$ cat config.mk
export PLATFORM = sky130hd
export DESIGN_NAME = connect_four_move_ctrl_flat
export DESIGN_NICKNAME = d
export VERILOG_FILES = /design/src/rtl/connect_four_move_ctrl_if.sv /design/src/rtl/connect_four_move_ctrl.sv /design/src/flat_wrapper.sv
export SDC_FILE = /design/constraint.sdc
export NUM_CORES = 1
export LEC_CHECK = 0
export BUFFER_PORTS_ARGS = -buffer_cell sky130_fd_sc_hd__buf_4
export CORE_UTILIZATION = 46
export CTS_CLUSTER_DIAMETER = 40
export DETAILED_ROUTE_END_ITERATION = 12
export PLACE_DENSITY = 0.66
export SYNTH_ARGS = -nofsm -noshare
export SYNTH_HDL_FRONTEND = slang
export SYNTH_SLANG_ARGS = --single-unit
$ cat constraint.sdc
create_clock -name clk_25MHz -period 3.6 [get_ports clk_25MHz]
set_input_delay 0.54 -clock clk_25MHz [delete_from_list [all_inputs] [get_ports clk_25MHz]]
set_output_delay 0.54 -clock clk_25MHz [all_outputs]
set_load 0.03 [all_outputs]
$ cat src/rtl/connect_four_move_ctrl_if.sv
`default_nettype none
// ============================================================================
// Module      : connect_four_move_ctrl_if
// Description : Board-storage and win-checker bus for the Connect Four move
//               controller.
//               master : the move controller (board read/write, check start)
//               slave  : board storage and win checker
//   rd_row/rd_col  board read address (master -> slave)
//   rd_data        cell at read address, same-cycle (slave -> master)
//   wr_en          one-cycle write strobe; wr_row/wr_col/wr_data write payload
//   chk_start      one-cycle pulse starting a win check at (wr_row, wr_col)
//   chk_done       checker finished; chk_win valid alongside it
// Revision    : 1.0 - initial release
// ============================================================================
interface connect_four_move_ctrl_if;
  logic [2:0] rd_row;
  logic [2:0] rd_col;
  logic [1:0] rd_data;
  logic       wr_en;
  logic [2:0] wr_row;
  logic [2:0] wr_col;
  logic [1:0] wr_data;
  logic       chk_start;
  logic       chk_done;
  logic       chk_win;

  modport master (
    output rd_row, rd_col, wr_en, wr_row, wr_col, wr_data, chk_start,
    input  rd_data, chk_done, chk_win
  );

  modport slave (
    input  rd_row, rd_col, wr_en, wr_row, wr_col, wr_data, chk_start,
    output rd_data, chk_done, chk_win
  );
endinterface
`default_nettype wire

$ cat src/rtl/connect_four_move_ctrl.sv
`default_nettype none
// ============================================================================
// Module      : connect_four_move_ctrl
// Description : Game-sequencing controller for the Connect Four datapath.
//               Conditions the three raw buttons (synchronise, debounce,
//               edge-detect), moves the cursor, finds the lowest empty cell
//               in the cursor column, writes the current player's piece,
//               runs the external win checker and tracks player/winner.
// Ports       :
//   clk_25MHz        system clock
//   rst_n            asynchronous active-low reset
//   move_right/left  raw cursor buttons, active high, asynchronous
//   drop_piece       raw drop button, active high, asynchronous
//   bus              board/checker bus (master side)
//   current_col      cursor column
//   current_player   01 player 1, 10 player 2
//   game_over        game finished (win or draw)
//   winner           00 none/draw, 01 P1, 10 P2
//   busy             high whenever the sequencer is not idle
// Revision    : 1.0 - initial release
// ============================================================================
module connect_four_move_ctrl #(
  parameter int ROWS         = 8,
  parameter int COLS         = 8,
  parameter int DEBOUNCE_CYC = 250000
) (
  input  wire logic                clk_25MHz,
  input  wire logic                rst_n,
  input  wire logic                move_right,
  input  wire logic                move_left,
  input  wire logic                drop_piece,
  connect_four_move_ctrl_if.master bus,
  output logic [2:0]               current_col,
  output logic [1:0]               current_player,
  output logic                     game_over,
  output logic [1:0]               winner,
  output logic                     busy
);

  localparam int               c_DB_W     = $clog2(DEBOUNCE_CYC + 1);
  localparam logic [c_DB_W-1:0] c_DB_LAST = c_DB_W'(DEBOUNCE_CYC - 1);
  localparam logic [6:0]       c_CELLS    = 7'(ROWS * COLS);
  localparam logic [2:0]       c_LAST_ROW = 3'(ROWS - 1);
  localparam logic [2:0]       c_LAST_COL = 3'(COLS - 1);
  localparam logic [1:0]       c_P1       = 2'b01;
  localparam logic [1:0]       c_P2       = 2'b10;

  // Button index: 0 right, 1 left, 2 drop.
  logic [2:0] w_btn_raw;
  logic [2:0] w_press;

  assign w_btn_raw = {drop_piece, move_left, move_right};

  // --------------------------------------------------------------------------
  // Button conditioning. The counter only runs while the synchronised sample
  // differs from the accepted level, so any return to the old level (a
  // bounce) restarts the qualification window.
  // --------------------------------------------------------------------------
  for (genvar g = 0; g < 3; g++) begin : g_btn
    logic              r_meta;
    logic              r_sync;
    logic              r_level;
    logic              r_level_d;
    logic [c_DB_W-1:0] r_cnt;

    always_ff @(posedge clk_25MHz or negedge rst_n) begin
      if (!rst_n) begin
        r_meta    <= 1'b0;
        r_sync    <= 1'b0;
        r_level   <= 1'b0;
        r_level_d <= 1'b0;
        r_cnt     <= '0;
      end else begin
        r_meta    <= w_btn_raw[g];
        r_sync    <= r_meta;
        r_level_d <= r_level;
        if (r_sync == r_level) begin
          r_cnt <= '0;
        end else if (r_cnt == c_DB_LAST) begin
          r_level <= r_sync;
          r_cnt   <= '0;
        end else begin
          r_cnt <= r_cnt + 1'b1;
        end
      end
    end

    assign w_press[g] = r_level & ~r_level_d;
  end

  // --------------------------------------------------------------------------
  // Sequencer
  // --------------------------------------------------------------------------
  typedef enum logic [2:0] {
    S_IDLE  = 3'd0,
    S_SCAN  = 3'd1,
    S_WRITE = 3'd2,
    S_CHECK = 3'd3,
    S_OVER  = 3'd4
  } state_t;

  state_t     r_state;
  logic [2:0] r_col;        // column latched for the move in progress
  logic [2:0] r_rd_row;
  logic [2:0] r_wr_row;
  logic       r_wr_en;
  logic       r_chk_start;
  logic [6:0] r_move_cnt;
  logic [2:0] r_cur_col;
  logic [1:0] r_player;
  logic       r_game_over;
  logic [1:0] r_winner;
  logic       r_busy;

  always_ff @(posedge clk_25MHz or negedge rst_n) begin
    if (!rst_n) begin
      r_state     <= S_IDLE;
      r_col       <= 3'd0;
      r_rd_row    <= 3'd0;
      r_wr_row    <= 3'd0;
      r_wr_en     <= 1'b0;
      r_chk_start <= 1'b0;
      r_move_cnt  <= 7'd0;
      r_cur_col   <= 3'd0;
      r_player    <= c_P1;
      r_game_over <= 1'b0;
      r_winner    <= 2'b00;
      r_busy      <= 1'b0;
    end else begin
      r_wr_en     <= 1'b0;
      r_chk_start <= 1'b0;
      case (r_state)
        S_IDLE: begin
          // Fixed priority: drop, then left, then right; losers are dropped.
          if (w_press[2]) begin
            r_col    <= r_cur_col;
            r_rd_row <= 3'd0;
            r_busy   <= 1'b1;
            r_state  <= S_SCAN;
          end else if (w_press[1]) begin
            if (r_cur_col != 3'd0) r_cur_col <= r_cur_col - 3'd1;
          end else if (w_press[0]) begin
            if (r_cur_col != c_LAST_COL) r_cur_col <= r_cur_col + 3'd1;
          end
        end
        S_SCAN: begin
          if (bus.rd_data == 2'b00) begin
            r_wr_row <= r_rd_row;
            r_wr_en  <= 1'b1;   // strobe is high for the single WRITE cycle
            r_state  <= S_WRITE;
          end else if (r_rd_row == c_LAST_ROW) begin
            r_busy  <= 1'b0;    // column full: move rejected
            r_state <= S_IDLE;
          end else begin
            r_rd_row <= r_rd_row + 3'd1;
          end
        end
        S_WRITE: begin
          r_chk_start <= 1'b1;  // high on the first CHECK cycle only
          if (r_move_cnt != c_CELLS) r_move_cnt <= r_move_cnt + 7'd1;
          r_state <= S_CHECK;
        end
        S_CHECK: begin
          if (bus.chk_done) begin
            if (bus.chk_win) begin
              r_winner    <= r_player;
              r_game_over <= 1'b1;
              r_state     <= S_OVER;
            end else if (r_move_cnt == c_CELLS) begin
              r_winner    <= 2'b00;
              r_game_over <= 1'b1;
              r_state     <= S_OVER;
            end else begin
              r_player <= (r_player == c_P1) ? c_P2 : c_P1;
              r_busy   <= 1'b0;
              r_state  <= S_IDLE;
            end
          end
        end
        S_OVER: begin
          r_state <= S_OVER;    // only rst_n leaves
        end
        default: begin
          r_busy  <= 1'b0;
          r_state <= S_IDLE;
        end
      endcase
    end
  end

  assign bus.rd_row    = r_rd_row;
  assign bus.rd_col    = r_col;
  assign bus.wr_en     = r_wr_en;
  assign bus.wr_row    = r_wr_row;
  assign bus.wr_col    = r_col;
  assign bus.wr_data   = r_player;
  assign bus.chk_start = r_chk_start;

  assign current_col    = r_cur_col;
  assign current_player = r_player;
  assign game_over      = r_game_over;
  assign winner         = r_winner;
  assign busy           = r_busy;

endmodule
`default_nettype wire

$ cat src/flat_wrapper.sv
// flat-port wrapper written by rule: the top's interface ports become plain ports
module connect_four_move_ctrl_flat 
#(
  parameter int ROWS         = 8,
  parameter int COLS         = 8,
  parameter int DEBOUNCE_CYC = 250000
)
  (clk_25MHz, rst_n, move_right, move_left, drop_piece, current_col, current_player, game_over, winner, busy, bus_rd_row, bus_rd_col, bus_wr_en, bus_wr_row, bus_wr_col, bus_wr_data, bus_chk_start, bus_rd_data, bus_chk_done, bus_chk_win);
  connect_four_move_ctrl_if bus_i ();
  input  wire logic clk_25MHz;
  input  wire logic rst_n;
  input  wire logic move_right;
  input  wire logic move_left;
  input  wire logic drop_piece;
  output logic [2:0] current_col;
  output logic [1:0] current_player;
  output logic game_over;
  output logic [1:0] winner;
  output logic busy;
  output wire logic [$bits(bus_i.rd_row)-1:0] bus_rd_row;
  output wire logic [$bits(bus_i.rd_col)-1:0] bus_rd_col;
  output wire logic [$bits(bus_i.wr_en)-1:0] bus_wr_en;
  output wire logic [$bits(bus_i.wr_row)-1:0] bus_wr_row;
  output wire logic [$bits(bus_i.wr_col)-1:0] bus_wr_col;
  output wire logic [$bits(bus_i.wr_data)-1:0] bus_wr_data;
  output wire logic [$bits(bus_i.chk_start)-1:0] bus_chk_start;
  input wire logic [$bits(bus_i.rd_data)-1:0] bus_rd_data;
  input wire logic [$bits(bus_i.chk_done)-1:0] bus_chk_done;
  input wire logic [$bits(bus_i.chk_win)-1:0] bus_chk_win;
  assign bus_rd_row = bus_i.rd_row;
  assign bus_rd_col = bus_i.rd_col;
  assign bus_wr_en = bus_i.wr_en;
  assign bus_wr_row = bus_i.wr_row;
  assign bus_wr_col = bus_i.wr_col;
  assign bus_wr_data = bus_i.wr_data;
  assign bus_chk_start = bus_i.chk_start;
  assign bus_i.rd_data = bus_rd_data;
  assign bus_i.chk_done = bus_chk_done;
  assign bus_i.chk_win = bus_chk_win;
  connect_four_move_ctrl #(.ROWS(ROWS), .COLS(COLS), .DEBOUNCE_CYC(DEBOUNCE_CYC)) u_core (.clk_25MHz(clk_25MHz), .rst_n(rst_n), .move_right(move_right), .move_left(move_left), .drop_piece(drop_piece), .bus(bus_i), .current_col(current_col), .current_player(current_player), .game_over(game_over), .winner(winner), .busy(busy));
endmodule
==> results.md <==
* Outcome: completed
* Share of layout cells above drive strength 1 at 14.59%
* PostCTS Resize Cnt at 0
* Worst r2r src: u_core.g_btn[0].r_cnt[0]
* RR Endpoint: u_core.g_btn[0].r_cnt[6]
* Clk slew on worst S/H paths at 0.10 ns
* Filler cells at 856
* CP arrival at 2.37 ns
* Gpl congestion at 0.8523
* Cts hold-fix bufs at 0
* Final number of setup-violating endpoints at 0
* MaxCap Viol Count at 0
* Met3 WL post-DR at 183 µm
* YS warnings at 0
* Final hold viol count at 0
* Initial antenna violation count at 0
* Hold depth at 1
* Sink Count at 96
* Cell area after synthesis at 4523 µm²
* Worst setup SP type: flip-flop
* Vias in the first global route at 3098
* ANT cells at 0
* Combinational power share at 3.3%
* Final max-slew violation count at 0
* Peak VDD IR at 0.2434 mV
* PwrDens at 374.3 nW/µm²
* Post-route insts no fill at 595
* CTS tree: built
* Final Net Count at 478
* Worst Path Required at 3.80 ns
* Final wirelength at 7898 µm
* Hold_sp: move_left
* Wire length per cell at 13.27 µm
* Setup TNS at 0 ns
* Slew @ Worst Pin at 0.9441 ns
* Ports at 34
* Hold Path Class: in -> reg
* R2r setup slk at 1.43 ns
* Total placed cells including tap cells at 579
* Met2 WL post-DR at 3861 µm
* Pint at 1461 µW
* Sequential area share after synthesis at 53.14%
* Mapped Nets at 445
* First-pass GRT wire length at 13920 µm
* Slew headroom at 36.85%
* 1st-iter DRT viols at 101
* DRC at 0
* Die Y at 101.2 µm
* Finished Core Util at 54.21%
* Synth unique cells at 45
* Port bufs at 33
* DR vias at 3127
* Final Worst Setup Slack at 1.431 ns
* Post-Syn Instances at 428
* HPWL Detailed at 5435 µm
* FF-to-FF path depth at 4
* Clock Latency Late Sink at 0.36 ns
* Crit end category: flip-flop
* Clock share of power at 38.8%
* Htree depth at 3
* Largest regs: u_core.g_btn.r_cnt: 54 flops, u_core.r_move_cnt: 7 flops
* Crit path max fanout at 18
* RSZ-0062 raised after global routing: false
* Net Switching at 440.0 µW
* Gr ovfl total at 0
* Post-Place Setup Slack at 1.416 ns
* Syn Area/Cell at 10.57 µm²
* Area of the core at 9371 µm²
* Row cnt at 35
* Clk root buf: clkbuf_8
* Commonest non-fill, non-tap cell in the layout: dfrtp_1
* Most frequent cells in the layout: dfrtp_1 (95), nor2_1 (64), xnor2_1 (44)
* Flops & latches, synth at 96
* Synth-to-Final Area Change at 12.31%
* DIE WIDTH at 101.2 µm
* Tcrit/Tclk final at 60.26%
* Top layer in use: met4
* Pleak at 0.002224 µW
* Tot GR Track Use at 17.10%
* Worst hold endpoint: u_core.g_btn[1].r_meta
* Buffers inserted by post-CTS timing repair at 0
* Sw Ratio at 23.14%
* Initial Utilization at 48.26%
* Largest net degree at the start of global routing at 77
* Max FFs per register at 54
* Die area at 10230 µm²
* Vias per inst at 5.255
* Post-route ant nets at 0
* FMAX at 461.0 MHz
* Num CTS Buffers at 9
* Sequential power share at 57.9%
* WL met1 at 3785 µm
* Clock tree buffer depth at 2
* Total power at 1902 µW
* Top reg by flops: u_core.g_btn.r_cnt
* WS Path Type: reg -> reg
* Clock skew at 0.01467 ns
* Final Critical Period at 2.169 ns
* DRT Pass-1 Iters at 4
## area by class of cell
class	instances	area (µm²)	share of cell area (%)
Clock buffer	10	137.6	2.709
Tap cell	129	161.4	3.177
Clock inverter	6	72.57	1.429
Inverter	16	60.06	1.182
Sequential cell	96	2404	47.32
Multi-Input combinational cell	303	1982	39.01
Timing Repair Buffer	35	262.8	5.172
## power by group through the flow
stage          Combinational, µW  Clock (µW)  Sequential [µW]
5_1_grt                     72.3         798             1100
2_1_floorplan               28.1           0             1120
4_1_cts                     65.5         769             1100
3_5_place_dp                65.5           0             1120
6_report                    62.5         738             1100
3_3_place_gp                64.1           0             1120
## per-stage QoR
stage / hold WS (ns) / cell area (µm²)
2_1_floorplan: 0.2444 / 4523
3_3_place_gp: 0.3348 / 4870
3_5_place_dp: 0.3347 / 4870
4_1_cts: 0.2598 / 5080
5_1_grt: 0.2600 / 5080
6_report: 0.2823 / 5080
## cells by family (layout without fill, tap and decap cells)
logic type	count (synthesis)	count (layout)	share of synthesized area (%)
xor+xnor	56	56	10.84
flops	96	96	53.14
fa+ha+maj	8	8	2.379
simple gates	199	199	22.63
buf+inv	29	67	3.043
mux	8	8	1.964
compound gates	32	32	6.003
## worst max-delay path by stage
stage,depth (start not counted),from,to,slack (ns)
final,4,u_core.g_btn[0].r_cnt[0],u_core.g_btn[0].r_cnt[6],1.43
after global placement,4,u_core.g_btn[0].r_cnt[0],u_core.g_btn[0].r_cnt[12],1.51
after floorplan,5,u_core.g_btn[2].r_cnt[0],u_core.g_btn[2].r_cnt[16],1.80
after detailed placement,4,u_core.g_btn[0].r_cnt[0],u_core.g_btn[0].r_cnt[13],1.42
after global routing,4,u_core.g_btn[1].r_cnt[0],u_core.g_btn[1].r_cnt[13],1.21
after CTS,4,u_core.g_btn[0].r_cnt[0],u_core.g_btn[0].r_cnt[8],1.42
## Yosys cell counts (all sizes together)
master | number | area (µm²)
nor3 | 13 | 65.06
a21oi | 6 | 30.03
o21ai | 10 | 50.05
o32a | 1 | 10.01
nand2 | 26 | 97.59
ha | 7 | 87.58
and2 | 1 | 6.260
a22oi | 1 | 7.510
a21boi | 2 | 15.01
and4 | 3 | 26.28
and4bb | 1 | 12.51
clkbuf | 4 | 15.01
o41ai | 3 | 82.58
nand4 | 13 | 102.6
a22o | 2 | 17.52
inv | 16 | 60.06
nor3b | 1 | 7.510
o221ai | 1 | 8.760
dfrtp | 95 | 2377
or3 | 5 | 31.28
o21a | 1 | 7.510
mux2 | 7 | 78.83
nor2b | 4 | 25.02
nand2b | 6 | 37.54
or4 | 4 | 30.03
mux2i | 1 | 10.01
a32o | 2 | 20.02
nor4b | 2 | 17.52
fa | 1 | 20.02
dfstp | 1 | 26.28
nor4 | 25 | 156.4
or2 | 2 | 12.51
buf | 9 | 62.56
nand3 | 26 | 135.1
xnor2 | 44 | 385.4
nand3b | 1 | 7.510
and3 | 2 | 12.51
o31ai | 2 | 15.01
nor2 | 64 | 240.2
xor2 | 12 | 105.1
a21o | 1 | 7.510
## critical path: stages, from the launching register on
cell and delay [ns]:
dfrtp_1 0.40, ha_1 0.20, nand3_1 0.34, o41ai_4 0.94, nor2_1 0.12
## layer usage
metal / GRT usage, % / up-vias
met2: 27.63 / 28
li1: - / 1553
met1: 23.07 / 1540
met5: 0 / -
met3: 4.141 / 6
met4: 5.017 / 0
No activity file was read; power rests on OpenSTA's default activity.
